[config.mk]
export PLATFORM = sky130hd
export DESIGN_NAME = nios2_ram_arbiter_flat
export DESIGN_NICKNAME = d
export VERILOG_FILES = /design/src/rtl/nios2_ram_arbiter_if.sv /design/src/rtl/nios2_ram_arbiter.sv /design/src/flat_wrapper.sv
export SDC_FILE = /design/constraint.sdc
export NUM_CORES = 1
export LEC_CHECK = 0
export ABC_CLOCK_PERIOD_IN_PS = 2600
export CAP_MARGIN = 20
export CORE_AREA = 2 2 102 104
export CTS_CLUSTER_DIAMETER = 120
export DETAILED_ROUTE_END_ITERATION = 10
export DIE_AREA = 0 0 104 106
export SETUP_SLACK_MARGIN = 0.15
export SYNTH_ARGS = -nofsm -noshare
export SYNTH_HDL_FRONTEND = slang
export SYNTH_SLANG_ARGS = --single-unit
[constraint.sdc]
create_clock -name clk -period 2.6 [get_ports clk]
set_input_delay 0.65 -clock clk [delete_from_list [all_inputs] [get_ports clk]]
set_output_delay 0.65 -clock clk [all_outputs]
set_load 0.01 [all_outputs]
[src/rtl/nios2_ram_arbiter_if.sv]
// nios2_ram_arbiter_if: one Avalon-MM style master port into the NIOS2 RAM arbiter
interface nios2_ram_arbiter_if;
    logic [11:0] address;
    logic [3:0]  byteenable;
    logic        read;
    logic        write;
    logic [31:0] writedata;
    logic        waitrequest;
    logic [31:0] readdata;
    logic        readdatavalid;
    modport master (
        output address, byteenable, read, write, writedata,
        input  waitrequest, readdata, readdatavalid
    );
    modport slave (
        input  address, byteenable, read, write, writedata,
        output waitrequest, readdata, readdatavalid
    );
endinterface

[src/rtl/nios2_ram_arbiter.sv]
// nios2_ram_arbiter: two-master arbiter for the 3072x32 NIOS2 RAM with out-of-range blocking; define NIOS2_RAM_ARB_RR_EN for round-robin, else port 0 has fixed priority
module nios2_ram_arbiter #(
    parameter int DEPTH = 3072,
    parameter int ERR_W = 8
) (
    input  logic                clk,
    input  logic                reset_n,
    nios2_ram_arbiter_if.slave  m0,
    nios2_ram_arbiter_if.slave  m1,
    output logic [11:0]         ram_address,
    output logic [3:0]          ram_byteenable,
    output logic                ram_chipselect,
    output logic                ram_write,
    output logic [31:0]         ram_writedata,
    output logic                ram_clken,
    input  logic [31:0]         ram_readdata,
    input  logic                err_clr,
    output logic                err_flag,
    output logic [ERR_W-1:0]    err_count
);
    localparam logic [12:0]      LIMIT   = 13'(DEPTH);
    localparam logic [ERR_W-1:0] ERR_MAX = '1;
    logic       req0, req1, gnt0, gnt1, wr, oor, rd_oor;
    logic [1:0] rd_pend;
`ifdef NIOS2_RAM_ARB_RR_EN
    logic       last;
`endif
    // pick a winner, route it to the RAM and return pipelined read data
    always_comb begin
        req0 = m0.read | m0.write;
        req1 = m1.read | m1.write;
`ifdef NIOS2_RAM_ARB_RR_EN
        gnt0 = reset_n & req0 & (~req1 | last);
`else
        gnt0 = reset_n & req0;
`endif
        gnt1 = reset_n & req1 & ~gnt0;
        ram_address = gnt1 ? m1.address : m0.address;
        ram_byteenable = gnt1 ? m1.byteenable : m0.byteenable;
        ram_writedata = gnt1 ? m1.writedata : m0.writedata;
        wr = gnt1 ? m1.write : m0.write;
        ram_chipselect = gnt0 | gnt1;
        oor = ram_chipselect & ({1'b0, ram_address} >= LIMIT);
        ram_write = ram_chipselect & wr & ~oor;
        ram_clken = reset_n;
        m0.waitrequest = ~reset_n | (req0 & ~gnt0);
        m1.waitrequest = ~reset_n | (req1 & ~gnt1);
        m0.readdatavalid = rd_pend[0];
        m1.readdatavalid = rd_pend[1];
        m0.readdata = (rd_pend[0] & ~rd_oor) ? ram_readdata : '0;
        m1.readdata = (rd_pend[1] & ~rd_oor) ? ram_readdata : '0;
    end
    // remember which port gets read data next cycle; a write with read also asserted returns nothing
    always_ff @(posedge clk or negedge reset_n) begin
        if (!reset_n) begin
            rd_pend <= '0;
            rd_oor  <= 1'b0;
        end else begin
            rd_pend <= {gnt1 & ~m1.write, gnt0 & ~m0.write};
            rd_oor  <= oor;
        end
    end
`ifdef NIOS2_RAM_ARB_RR_EN
    // last granted port loses the next contention
    always_ff @(posedge clk or negedge reset_n) begin
        if (!reset_n)
            last <= 1'b1;
        else if (ram_chipselect)
            last <= gnt1;
    end
`endif
    // sticky out-of-range flag and saturating count; a clear coinciding with an error leaves one
    always_ff @(posedge clk or negedge reset_n) begin
        if (!reset_n) begin
            err_flag  <= 1'b0;
            err_count <= '0;
        end else if (err_clr) begin
            err_flag  <= oor;
            err_count <= {{(ERR_W-1){1'b0}}, oor};
        end else if (oor) begin
            err_flag  <= 1'b1;
            err_count <= err_count + {{(ERR_W-1){1'b0}}, err_count != ERR_MAX};
        end
    end
endmodule

[src/flat_wrapper.sv]
// flat-port wrapper written by rule: the top's interface ports become plain ports
module nios2_ram_arbiter_flat 
#(
    parameter int DEPTH = 3072,
    parameter int ERR_W = 8
)
  (clk, reset_n, ram_address, ram_byteenable, ram_chipselect, ram_write, ram_writedata, ram_clken, ram_readdata, err_clr, err_flag, err_count, m0_address, m0_byteenable, m0_read, m0_write, m0_writedata, m0_waitrequest, m0_readdata, m0_readdatavalid, m1_address, m1_byteenable, m1_read, m1_write, m1_writedata, m1_waitrequest, m1_readdata, m1_readdatavalid);
  nios2_ram_arbiter_if m0_i ();
  nios2_ram_arbiter_if m1_i ();
  input  logic clk;
  input  logic reset_n;
  output logic [11:0] ram_address;
  output logic [3:0] ram_byteenable;
  output logic ram_chipselect;
  output logic ram_write;
  output logic [31:0] ram_writedata;
  output logic ram_clken;
  input  logic [31:0] ram_readdata;
  input  logic err_clr;
  output logic err_flag;
  output logic [ERR_W-1:0] err_count;
  input wire logic [$bits(m0_i.address)-1:0] m0_address;
  input wire logic [$bits(m0_i.byteenable)-1:0] m0_byteenable;
  input wire logic [$bits(m0_i.read)-1:0] m0_read;
  input wire logic [$bits(m0_i.write)-1:0] m0_write;
  input wire logic [$bits(m0_i.writedata)-1:0] m0_writedata;
  output wire logic [$bits(m0_i.waitrequest)-1:0] m0_waitrequest;
  output wire logic [$bits(m0_i.readdata)-1:0] m0_readdata;
  output wire logic [$bits(m0_i.readdatavalid)-1:0] m0_readdatavalid;
  input wire logic [$bits(m1_i.address)-1:0] m1_address;
  input wire logic [$bits(m1_i.byteenable)-1:0] m1_byteenable;
  input wire logic [$bits(m1_i.read)-1:0] m1_read;
  input wire logic [$bits(m1_i.write)-1:0] m1_write;
  input wire logic [$bits(m1_i.writedata)-1:0] m1_writedata;
  output wire logic [$bits(m1_i.waitrequest)-1:0] m1_waitrequest;
  output wire logic [$bits(m1_i.readdata)-1:0] m1_readdata;
  output wire logic [$bits(m1_i.readdatavalid)-1:0] m1_readdatavalid;
  assign m0_i.address = m0_address;
  assign m0_i.byteenable = m0_byteenable;
  assign m0_i.read = m0_read;
  assign m0_i.write = m0_write;
  assign m0_i.writedata = m0_writedata;
  assign m0_waitrequest = m0_i.waitrequest;
  assign m0_readdata = m0_i.readdata;
  assign m0_readdatavalid = m0_i.readdatavalid;
  assign m1_i.address = m1_address;
  assign m1_i.byteenable = m1_byteenable;
  assign m1_i.read = m1_read;
  assign m1_i.write = m1_write;
  assign m1_i.writedata = m1_writedata;
  assign m1_waitrequest = m1_i.waitrequest;
  assign m1_readdata = m1_i.readdata;
  assign m1_readdatavalid = m1_i.readdatavalid;
  nios2_ram_arbiter #(.DEPTH(DEPTH), .ERR_W(ERR_W)) u_core (.clk(clk), .reset_n(reset_n), .m0(m0_i), .m1(m1_i), .ram_address(ram_address), .ram_byteenable(ram_byteenable), .ram_chipselect(ram_chipselect), .ram_write(ram_write), .ram_writedata(ram_writedata), .ram_clken(ram_clken), .ram_readdata(ram_readdata), .err_clr(err_clr), .err_flag(err_flag), .err_count(err_count));
endmodule
== Word level (Yosys, flattened, before mapping) ==
Cells that the tools add are included.
Cells by class
  multiplexer cells: 10
  div/mod/pow operators: 0
  equality and inequality tests: 1
  multipliers: 0
  reduce and logical (&&, ||, !) cells: 1
  bitwise operators: 24
  shift operators: 0
  add/subtract/negate cells: 1
  magnitude comparators: 1
Operators with widths (number)
  2-to-1 mux 32 bit: 3
  2-to-1 mux 8 bit: 2
  bitwise AND 1 bit: 12
  >= comparator 12 bit, second input constant: 1
  2-to-1 mux 12 bit: 1
  adder 8 x 1 -> 8 bit: 1
  != test 8 bit, second input constant: 1
  NOT 1 bit: 7
  OR 1 bit: 5
  2-to-1 mux 4 bit: 1
  2-to-1 mux 1 bit: 3
  nonzero test 2 bit: 1
Storage, ports and cells
  bits in writable memories: 0
  memories kept: 0
  flip-flop bits (word level): 12
  memory bits (read-only): 0
  latch bits: 0
  bits of input ports: 135

== Logic depth before layout (Yosys ltp) ==
  depth in word-level cells: 9
  depth in mapped cells: 7

== Least setup slack after synthesis ==
Ideal clock, no wire load.
  path type: in2out
  from: input port m1_read
  to: output port ram_address[0]
  path buffers: 1
  data arrival time: 1.565 ns
  setup slack: 0.385 ns
  cell stages on the path: 4
  path through: nor2_1 > nand3b_1 > buf_2 > mux2_2
On the way
  longest elaborated chain between the ends: 4
RTL lines
  start: declaration: RTL line flat_wrapper.sv:32  | input wire logic [$bits(m1_i.read)-1:0] m1_read;
  OR 1 bit: RTL line nios2_ram_arbiter.sv:31  | req1 = m1.read | m1.write;
  bitwise AND 1 bit (2 in a row): RTL line nios2_ram_arbiter.sv:37  | gnt1 = reset_n & req1 & ~gnt0;
  2-to-1 mux 12 bit: RTL line nios2_ram_arbiter.sv:38  | ram_address = gnt1 ? m1.address : m0.address;
  end: declaration: RTL line flat_wrapper.sv:12  | output logic [11:0] ram_address;
No other way between the ends.

== Worst setup path after layout ==
  from: input port m0_write
  to: output port ram_address[4]
On the way
  longest elaborated chain between the ends: 5
RTL lines
  start: declaration: RTL line flat_wrapper.sv:25  | input wire logic [$bits(m0_i.write)-1:0] m0_write;
  OR 1 bit: RTL line nios2_ram_arbiter.sv:30  | req0 = m0.read | m0.write;
  bitwise AND 1 bit: RTL line nios2_ram_arbiter.sv:35  | gnt0 = reset_n & req0;
  NOT 1 bit: RTL line nios2_ram_arbiter.sv:37
  bitwise AND 1 bit: RTL line nios2_ram_arbiter.sv:37
  2-to-1 mux 12 bit: RTL line nios2_ram_arbiter.sv:38
No other way between the ends.

==> impl_metrics.csv <==
group,metric,value,unit
layout,fill_cells,940,
clocking,cts_tree,"built",
synthesis,synth.top_cell.area_share,31.6,%
synthesis,yosys-top-cells-area,"mux2_2, and2_1, dfrtp_1, mux2_1, nor2b_1",
global_route,grt_use_met2,33.4,%
synthesis,netlist_area,1710,um^2
clocking,cts_buffers,3,
routing,wl_per_cell,15.7,um
sta,finClkSkew,4.41,ps
setup_path,r2r-end,"u_core.err_count[4]$_DFFE_PN0P_",
die,die_h,106,um
setup_path,cp_slowest_stage_delay,300,ps
placement,io_buffers,262,
setup_path,end_kind,"output port",
synthesis,seq_area_frac_synth,17.5,%
routing,drt-total-wl,9730,um
power_and_ir_drop,p_leak,2.68,nW
synthesis,muxShareOfSynthArea,36.1,%
die,coreArea,10000,um^2
synthesis,yosysWarnings,0,
global_route,use_met1,16.5,%
synthesis,synth_top_family_by_area,"multiplexers",
global_route,grtUsageMet3,4.17,%
sta,worst_slack,-34.5,ps
clocking,cts_buffer_depth,2,
synthesis,synth-compound-area-share,5.63,%
sta,finalMaxSlewViolations,0,
clocking,postCtsHoldBufs,0,
synthesis,synth.most_common_cell,"and2_1",
synthesis,syn-num-nets,335,
clocking,clk_pin_slew,60,ps
sta,timing.slew.headroom,64.4,%
synthesis,async_flop_share,100,%
power_and_ir_drop,p_total,1.03,mW
routing,drc,0,
die,die-area,11000,um^2
layout,seq_area,300,um^2
sta,post-route-period-util,101,%
synthesis,synth.distinct_cells,31,
sta,finalSetupViolations,24,
setup_path,crit_chain,"buf_8, nor2_4, nand3b_1, buf_12, buf_12, buf_12, buf_16, mux2_4, buf_6",
hold_path,hp-class,"input port to async pin",
placement,hpwlAfterDp,7570,um
synthesis,synth-edff-count,0,
power_and_ir_drop,p_sw,0.272,mW
synthesis,synth_xor_xnor_area_share,0,%
job,maxCapViolations,0,
sta,timing.setup.tns,-475,ps
global_route,grt_usage,16.3,%
setup_path,cp_slowest_cell,"mux2_4",
synthesis,synthAdderAreaFrac,1.46,%
routing,drtAntennaViolNets,0,
setup_path,rr_worst_depth,7,
global_route,grt_busiest_layer,"met2",
die,initial_utilization,17.1,%
setup_path,path_max_fanout,7,
layout,nNetsFinal,621,
synthesis,syn_area_per_cell,8.64,um^2
global_route,grt_pass1_vias,2553,
global_route,antenna_found_initial,0,
sta,max_freq,380,MHz
setup_path,crit_path_frequent_cell,"buf_12",
die,num_rows,37,
synthesis,synthSimpleGateAreaFrac,34.9,%
synthesis,ys_ff_latch,12,
outcome,status,"complete, but fails checks",
synthesis,yosys.area.top_type,"mux2_2",
setup_path,r2r_slack,700,ps
power_and_ir_drop,powerDensity,200,nW/um^2
power_and_ir_drop,power.share.sequential,19.0,%
power_and_ir_drop,clkPwrFrac,19.5,%
placement,place_ws,-689,ps
power_and_ir_drop,combPwrFrac,61.5,%
setup_path,worstPathArrival,1980,ps
power_and_ir_drop,peakVddDrop,0.128,mV
placement,place_congestion,0.819,
synthesis,ys.flop_type,"dfrtp_1",
global_route,grt_max_degree,33,
die,ios,263,
setup_path,critical_path_required,1950,ps
setup_path,cp-endpoint,"ram_address[4]",
outcome,violations,"negative setup slack",
clocking,clock_latency,240,ps
sta,timing_hold_violations_final,0,
routing,first_iter_violations,53,
clocking,root_buffer,"clkbuf_8",
routing,num_vias,2573,
die,die_width,104,um
sta,worst_pin_slew,532,ps
sta,min_period,2630,ps
synthesis,synthCells,198,
sta,rsz0062_at_grt,"yes",
setup_path,critPathLaunch,"m0_write",
layout,multi_input_area,1490,um^2
clocking,clock-sinks,12,
layout,area_growth,201,%
clocking,h-tree-depth,1,
routing,viasPerCell,4.16,
power_and_ir_drop,switching_share,26.4,%
layout,n_antenna_cell,0,
layout,drive_above_1_share,30.4,%
global_route,grt_pass1_wl,14200,um
setup_path,worstReg2RegStart,"u_core.err_count[2]$_DFFE_PN0P_",
setup_path,path_class,"input port to output port",
power_and_ir_drop,intPower,0.758,mW
synthesis,synth_common_cells,"and2_1, mux2_2, dfrtp_1, nor2_1, nor2b_1",
setup_path,startpoint_type,"input port",
routing,dr.pass1.iters,4,
global_route,grt_overflow,0,
sta,holdWs,400,ps
==> state kept, by name, summed over array words and instances (netlist names) <==
register and cells:
u_core.err_count 8, u_core.rd_pend 2, u_core.err_flag 1, u_core.rd_oor 1
==> metrics by stage <==
stage | utilization (%) | cell area, um^2 | instances
3_3_place_gp | 45.4 | 4540 | 594
6_report | 51.6 | 5150 | 619
3_5_place_dp | 45.4 | 4540 | 594
5_1_grt | 51.6 | 5150 | 619
2_1_floorplan | - | 1710 | 198
4_1_cts | 50.4 | 5040 | 617
==> how the worst min path moves through the flow <==
stage	to	slack, ps
2_1_floorplan	u_core.err_count[0]$_DFFE_PN0P_	350
3_3_place_gp	u_core.err_flag$_DFFE_PN0P_	500
3_5_place_dp	u_core.err_flag$_DFFE_PN0P_	500
4_1_cts	u_core.err_flag$_DFFE_PN0P_	400
5_1_grt	u_core.err_flag$_DFFE_PN0P_	410
6_report	u_core.err_flag$_DFFE_PN0P_	400
==> layout make-up <==
type / instances / share of cell area, %
well taps: 136 / 3.30
multi-input cells: 171 / 28.9
inverters: 1 / 0.0728
clock buffers: 4 / 1.07
flip-flops and latches: 12 / 5.83
repair buffers: 295 / 60.8
==> cell usage in the layout, fill, tap and decap left out, drive strengths merged <==
master and instances:
and3 1, nor3b 1, or3b 1, o211ai 1, clkdlybuf4s50 177, buf 87
o2111ai 1, nand4 1, a31oi 1, a211oi 1, nor2 10, dlygate4sd2 9
a21bo 1, ha 2, nand3b 1, and4 1, nand3 7, inv 1
mux2i 1, a21boi 1, nor2b 9, a21oi 6, nand2 3, dlymetal6s2s 22
o21ai 1, dfrtp 12, and2 64, nand2b 2, clkbuf 4, mux2 54
==> what timing repair did <==
item                                    4_1_cts  5_1_grt
resized for setup                           312       33
cloned                                        6        0
endpoints found under the setup margin       58       72
pin swaps                                     4        3
buffers inserted                             13        2
==> critical path: cells and delay by family <==
kind	cells	cell delay (ps)
buf+inv	6	770
mux	1	300
simple gates	2	250
==> kinds of logic (layout without fill, tap and decap cells) <==
family | after synthesis | after routing
flip-flops | 12 | 12
multiplexers | 55 | 55
buffers and inverters | 15 | 300
AND/OR/NAND/NOR | 101 | 101
AO/OA/AOI/OAI | 13 | 13
adder cells (fa/ha/maj) | 2 | 2
==> layer usage <==
metal | share of wire [%] | wire length, um
met1 | 35 | 3440
met2 | 54 | 5280
met3 | 9.5 | 921
met4 | 1.0 | 97
met5 | 0 | 0
==> power by group through the flow <==
| stage | clock (mW) | sequential [mW] | combinational, mW |
|---|---|---|---|
| after floorplan | 0 | 0.200 | 0.152 |
| after global placement | 0 | 0.199 | 0.555 |
| after detailed placement | 0 | 0.199 | 0.556 |
| after CTS | 0.207 | 0.196 | 0.632 |
| after global routing | 0.219 | 0.196 | 0.668 |
| final | 0.201 | 0.196 | 0.633 |
Note: power is estimated with default switching activity, not from simulation.
